## config.mk

```make
export PLATFORM = sky130hd
export DESIGN_NAME = seq_mult_div
export DESIGN_NICKNAME = d
export VERILOG_FILES = /design/src/rtl/seq_mult_div.sv
export SDC_FILE = /design/constraint.sdc
export NUM_CORES = 1
export LEC_CHECK = 0
export CORE_MARGIN = 5
export CORE_UTILIZATION = 38
export CTS_CLUSTER_SIZE = 14
export DETAILED_ROUTE_END_ITERATION = 16
export PLACE_DENSITY = 0.59
export SETUP_SLACK_MARGIN = 0.4
export SYNTH_ARGS = -nofsm -noshare
export SYNTH_HDL_FRONTEND = slang
export SYNTH_SLANG_ARGS = --single-unit
```

## constraint.sdc

```tcl
create_clock -name clock -period 4.9 [get_ports clock]
set_clock_uncertainty 0.15 [all_clocks]
set_input_delay 0.735 -clock clock [delete_from_list [all_inputs] [get_ports clock]]
set_output_delay 0.735 -clock clock [all_outputs]
set_load 0.01 [all_outputs]
```

## src/rtl/seq_mult_div.sv

```systemverilog
// Iterative signed multiply (radix-2 Booth) / restoring divide, WIDTH iterations per op.
// Define SEQ_MULT_DIV_UNSIGNED_EN to honour op_unsigned (MULTU/DIVU); otherwise all ops are signed.
`timescale 1ns/1ps
module seq_mult_div #(
    parameter int WIDTH = 32
) (
    input  logic             clock,
    input  logic             reset,
    input  logic             start,
    input  logic             op,
    input  logic             op_unsigned,
    input  logic [WIDTH-1:0] a_in,
    input  logic [WIDTH-1:0] b_in,
    output logic [WIDTH-1:0] hi_out,
    output logic [WIDTH-1:0] lo_out,
    output logic             busy,
    output logic             done,
    output logic             div_by_zero
);
    localparam int CW = $clog2(WIDTH + 1);

    typedef enum logic [1:0] {IDLE, MULT, DIV, DONE} state_t;

    state_t           state;
    logic [CW-1:0]    counter;
    logic [WIDTH+1:0] acc;
    logic [WIDTH-1:0] mq;
    logic             q_m1;
    logic [WIDTH+1:0] mcand;
    logic             fix;
    logic             neg_r;

    logic             use_unsigned;
`ifdef SEQ_MULT_DIV_UNSIGNED_EN
    assign use_unsigned = op_unsigned;
`else
    logic unused_op_unsigned;
    assign unused_op_unsigned = op_unsigned;
    assign use_unsigned = 1'b0;
`endif

    logic             a_neg, b_neg;
    logic [WIDTH-1:0] a_mag, b_mag;
    logic [WIDTH+1:0] mcand_ext;
    logic [WIDTH+1:0] booth_sum;
    logic [WIDTH:0]   shifted;
    logic [WIDTH:0]   diff;

    always_comb begin
        a_neg     = ~use_unsigned & a_in[WIDTH-1];
        b_neg     = ~use_unsigned & b_in[WIDTH-1];
        a_mag     = a_neg ? (~a_in + 1'b1) : a_in;
        b_mag     = b_neg ? (~b_in + 1'b1) : b_in;
        mcand_ext = use_unsigned ? {2'b00, a_in} : {{2{a_in[WIDTH-1]}}, a_in};
        case ({mq[0], q_m1})
            2'b01:   booth_sum = acc + mcand;
            2'b10:   booth_sum = acc - mcand;
            default: booth_sum = acc;
        endcase
        // Partial remainder stays below 2*divisor, so diff[WIDTH] is a clean borrow flag.
        shifted = {acc[WIDTH-1:0], mq[WIDTH-1]};
        diff    = shifted - {1'b0, mcand[WIDTH-1:0]};
    end

    always_ff @(posedge clock) begin
        if (reset) begin
            state       <= IDLE;
            counter     <= '0;
            acc         <= '0;
            mq          <= '0;
            q_m1        <= 1'b0;
            mcand       <= '0;
            fix         <= 1'b0;
            neg_r       <= 1'b0;
            hi_out      <= '0;
            lo_out      <= '0;
            busy        <= 1'b0;
            done        <= 1'b0;
            div_by_zero <= 1'b0;
        end else begin
            case (state)
                IDLE: begin
                    if (start) begin
                        busy        <= 1'b1;
                        counter     <= CW'(WIDTH);
                        div_by_zero <= 1'b0;
                        acc         <= '0;
                        q_m1        <= 1'b0;
                        if (op && (b_in == '0)) begin
                            state       <= DONE;
                            done        <= 1'b1;
                            div_by_zero <= 1'b1;
                        end else if (op) begin
                            state <= DIV;
                            mq    <= a_mag;
                            mcand <= {2'b00, b_mag};
                            fix   <= a_neg ^ b_neg;
                            neg_r <= a_neg;
                        end else begin
                            state <= MULT;
                            mq    <= b_in;
                            mcand <= mcand_ext;
                            // Booth treats b as signed; an unsigned b with its MSB set needs a<<WIDTH added back.
                            fix   <= use_unsigned & b_in[WIDTH-1];
                        end
                    end
                end
                MULT: begin
                    if (counter != '0) begin
                        counter <= counter - 1'b1;
                        acc     <= {booth_sum[WIDTH+1], booth_sum[WIDTH+1:1]};
                        mq      <= {booth_sum[0], mq[WIDTH-1:1]};
                        q_m1    <= mq[0];
                    end else begin
                        hi_out <= acc[WIDTH-1:0] + (fix ? mcand[WIDTH-1:0] : '0);
                        lo_out <= mq;
                        done   <= 1'b1;
                        state  <= DONE;
                    end
                end
                DIV: begin
                    if (counter != '0) begin
                        counter <= counter - 1'b1;
                        acc     <= diff[WIDTH] ? {2'b00, shifted[WIDTH-1:0]} : {2'b00, diff[WIDTH-1:0]};
                        mq      <= {mq[WIDTH-2:0], ~diff[WIDTH]};
                    end else begin
                        lo_out <= fix   ? (~mq + 1'b1) : mq;
                        hi_out <= neg_r ? (~acc[WIDTH-1:0] + 1'b1) : acc[WIDTH-1:0];
                        done   <= 1'b1;
                        state  <= DONE;
                    end
                end
                DONE: begin
                    done  <= 1'b0;
                    busy  <= 1'b0;
                    state <= IDLE;
                end
                default: begin
                    state <= IDLE;
                    busy  <= 1'b0;
                    done  <= 1'b0;
                end
            endcase
        end
    end
endmodule

```

Word level (Yosys, flattened, before mapping)
Cells that the tools add are included.
Widths: inputs -> output; s select.
{ "op_classes": {"n_addsub": 9, "multipliers": 0, "div_mod_pow": 0, "magnitude_cmp": 0, "eq_ne": 14, "shifts": 0, "muxes": 43, "bitwise": 7, "reduce_logical": 21} }
{ "op_table": {"columns": ["cell", "count"], "rows": [
  ["$mux 32", 15],
  ["$mux 34", 4],
  ["$add 32x1->32 const B", 4],
  ["$not 32->32", 4],
  ["$pmux 32 s2", 2],
  ["$pmux 34 s3", 1],
  ["$pmux 32 s3", 1],
  ["$pmux 34 s2", 1],
  ["$add 34x34->34", 1],
  ["$sub 34x34->34", 1],
  ["$sub 33x32->33", 1],
  ["$add 32x32->32", 1],
  ["$logic_not 32->1", 1],
  ["$ne 2x2->1 const B", 8],
  ["$reduce_and 3->1", 5],
  ["$mux 6", 2],
  ["$pmux 6 s2", 1],
  ["$mux 1", 8],
  ["$mux 2", 4],
  ["$reduce_and 4->1", 2],
  ["$reduce_bool 2->1", 4],
  ["$eq 2x2->1 const B", 3],
  ["$pmux 2 s3", 1],
  ["$reduce_and 2->1", 3],
  ["other kinds (13)", 16]
]} }
{ "totals": {"register_bits": 178, "latch_bits": 0, "ram_bits": 0, "rom_bits": 0, "out_inout_bits": 67, "word_cells": 107, "memories": 0} }

Longest topological paths before layout
Gate-level depths: netlist of run 1.
{ "logic_depth": {"depth_word": 7, "ltp_mapped": 20, "mapped_depth_nobuf": 18} }

Least setup slack after synthesis of run 1
OpenSTA, ideal clock, no wires.
{ "synth_path": {"path_kind": "register to register", "start": "register mcand[1]", "end": "register acc[31]", "setup_time_ns": 0.122, "t_arrival_ns": 3.866, "setup_slack_ns": 0.762, "path_stages_with_launch": 20, "path_buffers": 2, "period_less_slack_ns": 4.138, "path_cell_list": "dfxtp_1 > inv_1 > ha_1 > nand2_1 > nor4_1 > and3_1 > clkbuf_1 > a41oi_1 > xnor2_1 > ha_1 > clkbuf_1 > and3_1 > a31oi_1 > nand2b_1 > a211oi_1 > o2111ai_1 > a21o_1 > a21boi_0 > o41ai_1 > a221o_1"} }
{ "synth_between": {"elab_chain_len": 4, "elab_cells_between_ends": 8, "cone_classes": "add/sub: 3; mux: 5"} }
{ "synth_lines": {"columns": ["element", "line_no", "text"], "rows": [
  ["start: declaration", "29", "logic [WIDTH+1:0] mcand;"],
  ["start signal: assignment", "96", "mcand <= {2'b00, b_mag};"],
  ["start signal: assignment", "102", "mcand <= mcand_ext;"],
  ["$sub 34x34->34 (tied with other cells)", "57", "2'b10: booth_sum = acc - mcand;"],
  ["$pmux 34 s2 / $mux 32 (equally long branches)", "55, 124", null],
  ["$mux 34, on equally long branches", "109, 122", null],
  ["$pmux 34 s3 *", "81", "case (state)"],
  ["end signal: assignment", "111", "acc <= {booth_sum[WIDTH+1], booth_sum[WIDTH+1:1]};"],
  ["end signal: assignment", "124", "acc <= diff[WIDTH] ? {2'b00, shifted[WIDTH-1:0]} : {2'b00, diff[WIDTH-1:0]};"],
  ["end: declaration", "26", "logic [WIDTH+1:0] acc;"]
]} }
Mark *: on every way between the ends. The rest lies on a longest branch, timed or not. The select of a mux whose other input is x is not followed.
A chain may end at the register's enable or synchronous reset.

Worst setup path after layout of run 1
{ "layout_path": {"start": "register q_m1", "end": "register acc[31]"} }
{ "layout_between": {"elab_chain_len": 4, "elab_cells_between_ends": 5, "cone_classes": "eq/ne: 2; mux: 3"} }
{ "layout_lines": {"columns": ["element", "line_no", "text"], "rows": [
  ["start: declaration", "28", "logic q_m1;"],
  ["start signal: assignment", "113", "q_m1 <= mq[0];"],
  ["$eq 2x2->1 / $eq 2x1->1 (equally long branches)", "55", "case ({mq[0], q_m1})"],
  ["$pmux 34 s2 *", "55", null],
  ["$mux 34 *", "109", "if (counter != '0) begin"],
  ["$pmux 34 s3 *", "81", null]
]} }
Marks and branches as above.

==> results.ini, run 1 <==
[sta]
post-route-period-util = 0.8844
hold_viol_final = 0
worst_slew_pin_slew_ns = 1.145
final_period_minus_worst_setup_slack_ns = 4.334
drv_slew = 0
grt_setup_unrepaired = true
setup_tns_ns = 0
relSlewSlack = 0.2366
fmax_mhz = 230.8
setup_violations = 0

[synth]
synth.cell_area_um2 = 16840
ys_ff_latch = 176
synth_top_cell_by_area = dfxtp_1
synth_top_area_share = 0.2092
synthFlopType = dfxtp_1
synthTopCellsByArea = dfxtp_1 (21%), ha_1 (8.2%), a21oi_1 (6.6%), xnor2_1 (6.0%), xor2_1 (5.9%)
ys_types = 80
synth_fa_ha_area_frac = 0.08529
async_flop_share = 0
synthCells = 2309
yosysSeqAreaShare = 0.2092
synth_area_per_cell_um2 = 7.294
synthSimpleGateAreaFrac = 0.2048
synth_edf_count = 0
yosys_warnings = 0
synth_top_family_by_area = compound AO/OA/AOI/OAI gates
synth_xor_area_frac = 0.1186
synth_nets = 2491
muxShareOfSynthArea = 0.01508
synth_compound_area_frac = 0.3129

[floorplanning]
die-area_um2 = 48630
die_w_um = 220.5
fp.dieH_um = 220.5
core_area_um2 = 44030
fp-row-count = 77
pin_count = 136
initial_core_util = 0.3825

[routing]
wl_per_cell_um = 19.83
drt_wl_total_um = 59270
ant_nets = 0
initialDrtViolationCount = 1314
drtPass1Iterations = 5
drc = 0
viasPerCell = 5.828
vias = 17421

[pwr]
pwr_density_cell_nw_per_um2 = 491.2
peakVddDrop_uv = 304.8
p_leak_uw = 0.007694

[critical_path]
path_max_fanout = 14
end_kind = flop
crit_path_start_kind = flop
arrival_ns = 4.60
critPathRequiredTime_ns = 5.16
critPathKind = reg -> reg

[hold_path]
hold_class = reg -> reg

[global_routing]
track_usage = 0.2379
gr-total-overflow = 0
antenna_found_initial = 1
grt_max_degree = 108
grt_pass1_wl_um = 91670
grt_pass1_vias = 16551

[placed_design]
gp_congestion = 0.9606
dp_hpwl_um = 46030
dpl.cell_count = 2951
port_buffers = 134

[finish]
fillers = 4544
final_cell_mix = nor2_1 (245), a21oi_1 (219), nand2_1 (213)
fin_nets = 2566
syn2layout_area_growth_pct = 16.83
layout-drive-gt1-share = 0.07137
stdcell_count = 2989
final_common_cell = nor2_1

[clock_tree]
cts.sinks = 176
path_clk_slew_ns = 0.07
root_buffer = clkbuf_16
cts_buffer_depth = 2
cts_hold_buf = 0
numCtsBuffers = 17
h-tree-depth = 4
cts_tree = built
clock_latency_ns = 0.47

[outcome]
status = finished, final reports clean

[job]
maxCapViolations = 0

-- registers in the layout, summed over array words and instances (netlist names) --
signal / flops
done: 1
fix: 1
mq: 32
hi_out: 32
div_by_zero: 1
neg_r: 1
busy: 1
q_m1: 1
acc: 33
counter: 6
lo_out: 32
state: 2
mcand: 33
-- metal layers --
| layer | vias to the layer above | global-route usage | wire [um] |
|---|---|---|---|
| met1 | 8234 | 0.3066 | 26100 |
| met4 | 0 | 0.09076 | 2308 |
| li1 | 8558 | - | - |
| met5 | - | 0 | 0 |
| met3 | 126 | 0.04734 | 3447 |
| met2 | 503 | 0.3941 | 27420 |
-- critical path, stage by stage (launching register included) --
cell	delay [ns]
dfxtp_1	0.34
inv_1	0.07
ha_2	0.37
mux2_2	0.41
fa_1	0.43
nand2b_1	0.18
a21oi_1	0.33
o211ai_1	0.23
a211o_1	0.38
nor3_2	0.25
o2111ai_2	0.20
a21o_1	0.23
and3b_1	0.17
o41ai_1	0.33
a221o_1	0.21
-- report_power, final --
| group | leakage [uW] | switching, uW | total (uW) | internal (uW) |
|---|---|---|---|---|
| Combinational | 0.00598 | 3590 | 6000 | 2410 |
| Clock | 0.000278 | 662 | 1390 | 723 |
| Sequential | 0.00144 | 442 | 2280 | 1830 |
-- worst paths after layout --
| kind | from | end | slack (ns) | depth (start not counted) |
|---|---|---|---|---|
| worst min register to register | hi_out[15] | hi_out[15] | 0.32 | 2 |
| worst max register to register | q_m1 | acc[31] | 0.57 | 14 |
| worst max-delay path | q_m1 | acc[31] | 0.57 | 14 |
| worst min-delay path | hi_out[15] | hi_out[15] | 0.32 | 2 |
-- repair_timing --
| item | in CTS | in global routing |
|---|---|---|
| setup endpoints to repair | 5 | 14 |
| pin swaps | 0 | 4 |
| buffers inserted | 0 | 6 |
| gates resized for setup | 6 | 21 |
-- logic make-up (layout without fill, tap and decap cells) --
kind of cell,count (synthesis),after routing
compound gates,800,800
xor+xnor,228,228
fa+ha+maj,113,113
buf+inv,235,322
flops,176,176
mux,25,25
other cells,0,1
simple gates,732,732
-- synth_stat cells, types with 8 or more instances --
library cell  count
a211o_1          27
a211oi_1         88
a21o_1           45
a21oi_1         222
a221o_1           9
a221oi_1         33
a22oi_1          19
a31oi_1          23
a41oi_1          11
and2_1           38
and3_1           18
buf_1             8
buf_2            16
clkbuf_1        129
dfxtp_1         176
ha_1            110
inv_1            78
mux2i_1          22
nand2_1         213
nand2b_1         21
nand3_1          32
nand4_1          14
nor2_1          245
nor2b_1          13
nor3_1           52
nor4_1           17
o211ai_1         30
o21a_1           15
o21ai_0         151
o21bai_1         16
o31ai_1          38
o41ai_1          16
or3_1            21
or4_1            10
xnor2_1         115
xor2_1          113
-- metrics by stage --
stage | total power, uW | hold slack (ns) | setup slack (ns) | area [um2] | utilization
after floorplan | 6257 | 0.3092 | 0.7622 | 16840 | -
after global placement | 8104 | 0.3002 | 0.1298 | 18920 | 0.4298
after detailed placement | 8178 | 0.3063 | 0.01152 | 18920 | 0.4298
after CTS | 9586 | 0.3175 | 0.3764 | 19520 | 0.4434
after global routing | 10410 | 0.3408 | 0.3444 | 19670 | 0.4468
final | 9664 | 0.3167 | 0.5664 | 19680 | 0.4469
-- area by class of cell --
| class | instances | area, um2 | share of cell area |
|---|---|---|---|
| Antenna cell | 1 | 2.502 | 0.0001272 |
| Clock buffer | 19 | 442.9 | 0.02251 |
| Clock inverter | 12 | 122.6 | 0.006232 |
| Inverter | 79 | 296.5 | 0.01507 |
| Multi-Input combinational cell | 1898 | 12570 | 0.6391 |
| Sequential cell | 176 | 3523 | 0.1791 |
| Tap cell | 592 | 740.7 | 0.03765 |
| Timing Repair Buffer | 212 | 1972 | 0.1002 |
(Power assumes the default switching activity.)
==> run 2: changes to the inputs <==
--- a/config.mk
+++ b/config.mk
@@ -6,10 +6,10 @@
 export NUM_CORES = 1
 export LEC_CHECK = 0
 export CORE_MARGIN = 5
-export CORE_UTILIZATION = 38
+export CORE_UTILIZATION = 53
 export CTS_CLUSTER_SIZE = 14
 export DETAILED_ROUTE_END_ITERATION = 16
-export PLACE_DENSITY = 0.59
+export PLACE_DENSITY = 0.77
 export SETUP_SLACK_MARGIN = 0.4
 export SYNTH_ARGS = -nofsm -noshare
 export SYNTH_HDL_FRONTEND = slang
==> run 2 against run 1 <==
  * First-iteration DRC count is 12% higher
  * Final cell count is 7.0% lower
  * Count of clock-buffer cells in the layout is 1 lower
  * Via count is 1.9% higher
  * Sequential share of layout area is 0.36 points higher
  * Register-to-register slack worse by 0.03 ns
  * Highest routed layer unchanged
==> results.ini, run 2 (synthesis gave the netlist of run 1 again) <==
[critical_path]
worstPathCellList = inv_1, ha_2, mux2_2, fa_1, nand2b_1, a21oi_1, o211ai_1, a211o_1, nor3_1, o2111ai_2, a21o_1, a21boi_1, o41ai_2, a221o_1  ; was inv_1, ha_2, mux2_2, fa_1, nand2b_1, a21oi_1, o211ai_1, a211o_1, nor3_2, o2111ai_2, a21o_1, and3b_1, o41ai_1, a221o_1
slowest_delay_ns = 0.42  ; was 0.43 ns
critPathKind = reg -> reg  ; unchanged
crit_buf_inv = 1  ; unchanged
end_kind = flop  ; unchanged
path_max_fanout = 10  ; was 14
critPathRequiredTime_ns = 5.09  ; was 5.16 ns
arrival_ns = 4.55  ; was 4.60 ns
slowest_stage = fa_1  ; unchanged
path_delay_family = compound AO/OA/AOI/OAI gates  ; unchanged
crit_path_start_kind = flop  ; unchanged

[sta]
post-route-period-util = 0.8901  ; was 0.8844
grt_setup_unrepaired = false  ; was true
drv_slew = 0  ; unchanged
worst_slew_pin_slew_ns = 1.175  ; was 1.145 ns
fmax_mhz = 229.3  ; was 230.8 MHz
setup_ws_ns = 0.5385  ; was 0.5664 ns
setup_violations = 0  ; unchanged
final_period_minus_worst_setup_slack_ns = 4.361  ; was 4.334 ns
hold_viol_final = 0  ; unchanged
whs_ns = 0.2997  ; was 0.3167 ns
setup_tns_ns = 0  ; unchanged
relSlewSlack = 0.2166  ; was 0.2366

[floorplanning]
die-area_um2 = 35440  ; was 48630 um2
initial_core_util = 0.5351  ; was 0.3825
fp-row-count = 65  ; was 77
pin_count = 136  ; unchanged
die_w_um = 188.3  ; was 220.5 um
core_area_um2 = 31470  ; was 44030 um2
fp.dieH_um = 188.3  ; was 220.5 um

[pwr]
pwr_density_cell_nw_per_um2 = 499.2  ; was 491.2 nW/um2
peakVddDrop_uv = 479.0  ; was 304.8 uV
p_leak_uw = 0.007611  ; was 0.007694 uW

[finish]
fin_nets = 2547  ; was 2566
final_core_util = 0.6131  ; was 0.4469
layout-drive-gt1-share = 0.06308  ; was 0.07137
antenna_cells = 0  ; was 1
stdcell_area_um2 = 19300  ; was 19680 um2
final_common_cell = nor2_1  ; unchanged
syn2layout_area_growth_pct = 14.58  ; was 16.83%
final_cell_mix = nor2_1 (245), a21oi_1 (219), nand2_1 (213)  ; unchanged
reg_top3 = acc x33, mcand x33  ; unchanged

[outcome]
status = finished, final reports clean  ; unchanged

[routing]
initialDrtViolationCount = 1478  ; was 1314
ant_nets = 0  ; unchanged
wl_per_cell_um = 19.99  ; was 19.83 um
vias = 17749  ; was 17421
viasPerCell = 6.385  ; was 5.828
drtPass1Iterations = 6  ; was 5
drt_wl_total_um = 55580  ; was 59270 um
drc = 0  ; unchanged

[global_routing]
gr-total-overflow = 0  ; unchanged
grt_pass1_wl_um = 87640  ; was 91670 um
grt_max_degree = 113  ; was 108
track_usage = 0.2995  ; was 0.2379
grt_pass1_vias = 16356  ; was 16551
antenna_found_initial = 0  ; was 1

[clock_tree]
path_clk_slew_ns = 0.08  ; was 0.07 ns
numCtsBuffers = 17  ; unchanged
root_buffer = clkbuf_16  ; unchanged
cts.sinks = 176  ; unchanged
cts_tree = built  ; unchanged
h-tree-depth = 4  ; unchanged
cts_hold_buf = 0  ; unchanged
cts_buffer_depth = 2  ; unchanged
clock_latency_ns = 0.45  ; was 0.47 ns

[placed_design]
dp_hpwl_um = 42730  ; was 46030 um
place_area_um2 = 18560  ; was 18920 um2
pre_cts_ws_ns = 0.4000  ; was 0.01152 ns
gp_congestion = 0.9641  ; was 0.9606
port_buffers = 134  ; unchanged

[hold_path]
hold_class = reg -> reg  ; unchanged

[job]
maxCapViolations = 0  ; unchanged

-- run 2: path summary, 6_finish.rpt --
check,from,to,slack [ns],cells past startpoint
setup / recovery,q_m1,acc[31],0.54,14
setup reg to reg,q_m1,acc[31],0.54,14
hold / removal,hi_out[24],hi_out[24],0.30,2
hold reg to reg,hi_out[24],hi_out[24],0.30,2
-- run 2: worst min-delay path, stage by stage (launching register included) --
cell     delay, ns
dfxtp_1       0.31
nand2_1       0.05
nand2_1       0.04
-- run 2: stage by stage --
| step | cells | total power [uW] |
|---|---|---|
| floorplan | 2309 | 6257 |
| global placement | 2744 | 7907 |
| detailed placement | 2744 | 8028 |
| CTS | 2776 | 9533 |
| global route | 2780 | 10320 |
| finish | 2780 | 9633 |
-- run 2: routing by layer --
metal | GRT usage | share of wire | wire length (um)
met5 | 0 | 0 | 0
met4 | 0.1093 | 0.036 | 2007
met3 | 0.03853 | 0.070 | 3904
met1 | 0.3992 | 0.43 | 23710
met2 | 0.4985 | 0.47 | 25950
-- run 2: layout make-up --
class                           count  area (um2)
Clock inverter                     14       191.4
Timing Repair Buffer              193        1817
Sequential cell                   176        3525
Fill cell                        2913       12180
Tap cell                          402       503.0
Multi-Input combinational cell   1898       12520
Clock buffer                       18       439.2
Inverter                           79       296.5
-- run 2: where the power goes --
group	internal (uW)	switching (uW)	leakage (uW)	total [uW]
combinational	2360	3500	0.00587	5860
clock	798	696	0.000307	1490
sequential	1830	444	0.00144	2280
total	4990	4640	0.00761	9630
-- run 2: timing repair --
action	in CTS	in global routing
gates resized for setup	3	17
buffers inserted	0	4
endpoints found under the setup margin	2	10
gates cloned	0	0
pin swaps	0	4
==> run 3: changes to the inputs <==
--- a/config.mk
+++ b/config.mk
@@ -9,7 +9,8 @@
 export CORE_UTILIZATION = 53
 export CTS_CLUSTER_SIZE = 14
 export DETAILED_ROUTE_END_ITERATION = 16
-export PLACE_DENSITY = 0.77
+export DONT_BUFFER_PORTS = 1
+export PLACE_DENSITY = 0.71
 export SETUP_SLACK_MARGIN = 0.4
 export SYNTH_ARGS = -nofsm -noshare
 export SYNTH_HDL_FRONTEND = slang
==> run 3 against run 2 <==
  * Die area unchanged
  * Setup slack better by 0.093 ns
  * Count of clock-buffer cells in the layout grew 1
  * Critical path type unchanged
  * Critical path depth grew 1
  * Routed wire length down 4.7%
==> results.ini, run 3 (synthesis gave the netlist of run 1 again) <==
[critical_path]
critPathRequiredTime_ns = 5.09  ; about the same
end_kind = flop  ; unchanged
regToRegSetupSlack_ns = 0.63  ; was 0.54 ns
crit_path_start_kind = flop  ; unchanged
path_max_fanout = 56  ; was 10
critPathKind = reg -> reg  ; unchanged
arrival_ns = 4.46  ; was 4.55 ns

[floorplanning]
die-area_um2 = 35440  ; unchanged
fp-row-count = 65  ; unchanged
fp.dieH_um = 188.3  ; unchanged
initial_core_util = 0.5351  ; unchanged
pin_count = 136  ; unchanged
core_area_um2 = 31470  ; unchanged
die_w_um = 188.3  ; unchanged

[routing]
initialDrtViolationCount = 1531  ; was 1478
ant_nets = 0  ; unchanged
viasPerCell = 6.460  ; was 6.385
vias = 16912  ; was 17749
drtPass1Iterations = 5  ; was 6
drc = 0  ; unchanged
drt_wl_total_um = 52990  ; was 55580 um
wl_per_cell_um = 20.24  ; was 19.99 um

[hold_path]
hold_class = in -> reg  ; was reg -> reg

[sta]
grt_setup_unrepaired = false  ; unchanged
relSlewSlack = 0.2732  ; was 0.2166
worst_slew_pin_slew_ns = 1.090  ; was 1.175 ns
hold_viol_final = 0  ; unchanged
post-route-period-util = 0.8712  ; was 0.8901
final_period_minus_worst_setup_slack_ns = 4.269  ; was 4.361 ns
setup_ws_ns = 0.6312  ; was 0.5385 ns
drv_slew = 0  ; unchanged
fmax_mhz = 234.3  ; was 229.3 MHz
setup_tns_ns = 0  ; unchanged
setup_violations = 0  ; unchanged

[placed_design]
port_buffers = 0  ; was 134
pre_cts_ws_ns = 0.3514  ; was 0.4000 ns
gp_congestion = 0.9589  ; was 0.9641
dp_hpwl_um = 39890  ; was 42730 um

[global_routing]
antenna_found_initial = 1  ; was 0
met2_usage = 0.4622  ; was 0.4985
track_usage = 0.2895  ; was 0.2995
grt_max_degree = 144  ; was 113
grt_pass1_vias = 15392  ; was 16356
grtUsageMet1 = 0.3978  ; was 0.3992
gr-total-overflow = 0  ; unchanged
grt_pass1_wl_um = 84550  ; was 87640 um
busiest_layer = met2  ; unchanged
gr-usage-met3 = 0.05743  ; was 0.03853

[clock_tree]
cts_buffer_depth = 2  ; unchanged
clock_latency_ns = 0.45  ; about the same
cts_tree = built  ; unchanged
h-tree-depth = 4  ; unchanged
numCtsBuffers = 17  ; unchanged
cts_hold_buf = 0  ; unchanged
path_clk_slew_ns = 0.08  ; about the same
root_buffer = clkbuf_16  ; unchanged
cts.sinks = 176  ; unchanged
post-cts-setup-buffer-count = 0  ; unchanged

[outcome]
status = finished, final reports clean  ; unchanged

[finish]
fin_nets = 2386  ; was 2547
reg_top3 = acc x33, mcand x33  ; unchanged
syn2layout_area_growth_pct = 5.364  ; was 14.58%
layout-drive-gt1-share = 0.05235  ; was 0.06308
antenna_cells = 0  ; unchanged
final_cell_mix = nor2_1 (244), a21oi_1 (220), nand2_1 (213)  ; was nor2_1 (245), a21oi_1 (219), nand2_1 (213)
final_common_cell = nor2_1  ; unchanged

[pwr]
pwr_density_cell_nw_per_um2 = 515.8  ; was 499.2 nW/um2
peakVddDrop_uv = 394.6  ; was 479.0 uV
totalPowerFinal_uw = 9153  ; was 9633 uW
p_leak_uw = 0.006966  ; was 0.007611 uW

[job]
maxCapViolations = 0  ; unchanged

==> run 3: changes by cell type in the layout (fill, tap and decap cells not counted), sizes merged <==
cell	change
inv	-5
clkbuf	+1
clkdlybuf4s50	-132
clkinvlp	+2
bufinv	+2
clkinv	-1
buf	-29
==> run 3: per-layer routing <==
metal,vias to the layer above,share of wire
met2,706,0.45
met3,99,0.086
met1,7920,0.43
li1,8187,-
met5,-,0
met4,0,0.029
==> run 3: path summary, 6_finish.rpt <==
check / start / endpoint / depth (start not counted)
worst min register to register: hi_out[24] / hi_out[24] / 2
worst max register to register: mq[31] / acc[15] / 15
worst max-delay path: mq[31] / acc[15] / 15
worst min-delay path: reset / hi_out[14] / 1
==> run 3: area by class of cell <==
class	count	area [um2]
Multi-Input combinational cell	1898	12520
Clock inverter	12	181.4
Sequential cell	176	3525
Tap cell	402	503.0
Timing Repair Buffer	32	265.3
Inverter	79	296.5
Clock buffer	19	452.9
Fill cell	3044	13730
==> run 3: repair_timing <==
| action | CTS | global route |
|---|---|---|
| setup endpoints to repair | 1 | 9 |
| pin swaps | 0 | 1 |
| endpoints found under the hold margin | 0 | 0 |
| cloned | 0 | 0 |
| resized for setup | 1 | 15 |
==> run 3: metrics by stage <==
step	cells	utilization	hold slack [ns]	instance area [um2]
finish	2618	0.5638	0.2071	17740
global route	2618	0.5638	0.1948	17740
CTS	2618	0.5622	0.2025	17690
detailed placement	2587	0.5419	0.3300	17060
global placement	2587	0.5419	0.3217	17060
floorplan	2309	-	0.3092	16840
==> run 3: worst max-delay path, stage by stage (launching register included) <==
cell,delay (ns)
dfxtp_1,0.31
inv_1,0.24
ha_1,0.27
inv_1,0.07
fa_1,0.41
a21o_1,0.19
a41oi_1,0.35
a211o_1,0.23
a21o_1,0.22
o21ai_0,0.21
a31oi_1,0.46
xor2_4,0.19
buf_12,0.26
mux2i_1,0.22
nor2_1,0.05
a221o_1,0.28
==> run 3: report_power, final <==
group,internal [uW],switching [uW],leakage [uW]
Sequential,1830,592,0.00144
Combinational,1950,3250,0.00523
Clock,884,634,0.000304
Total,4670,4480,0.00697
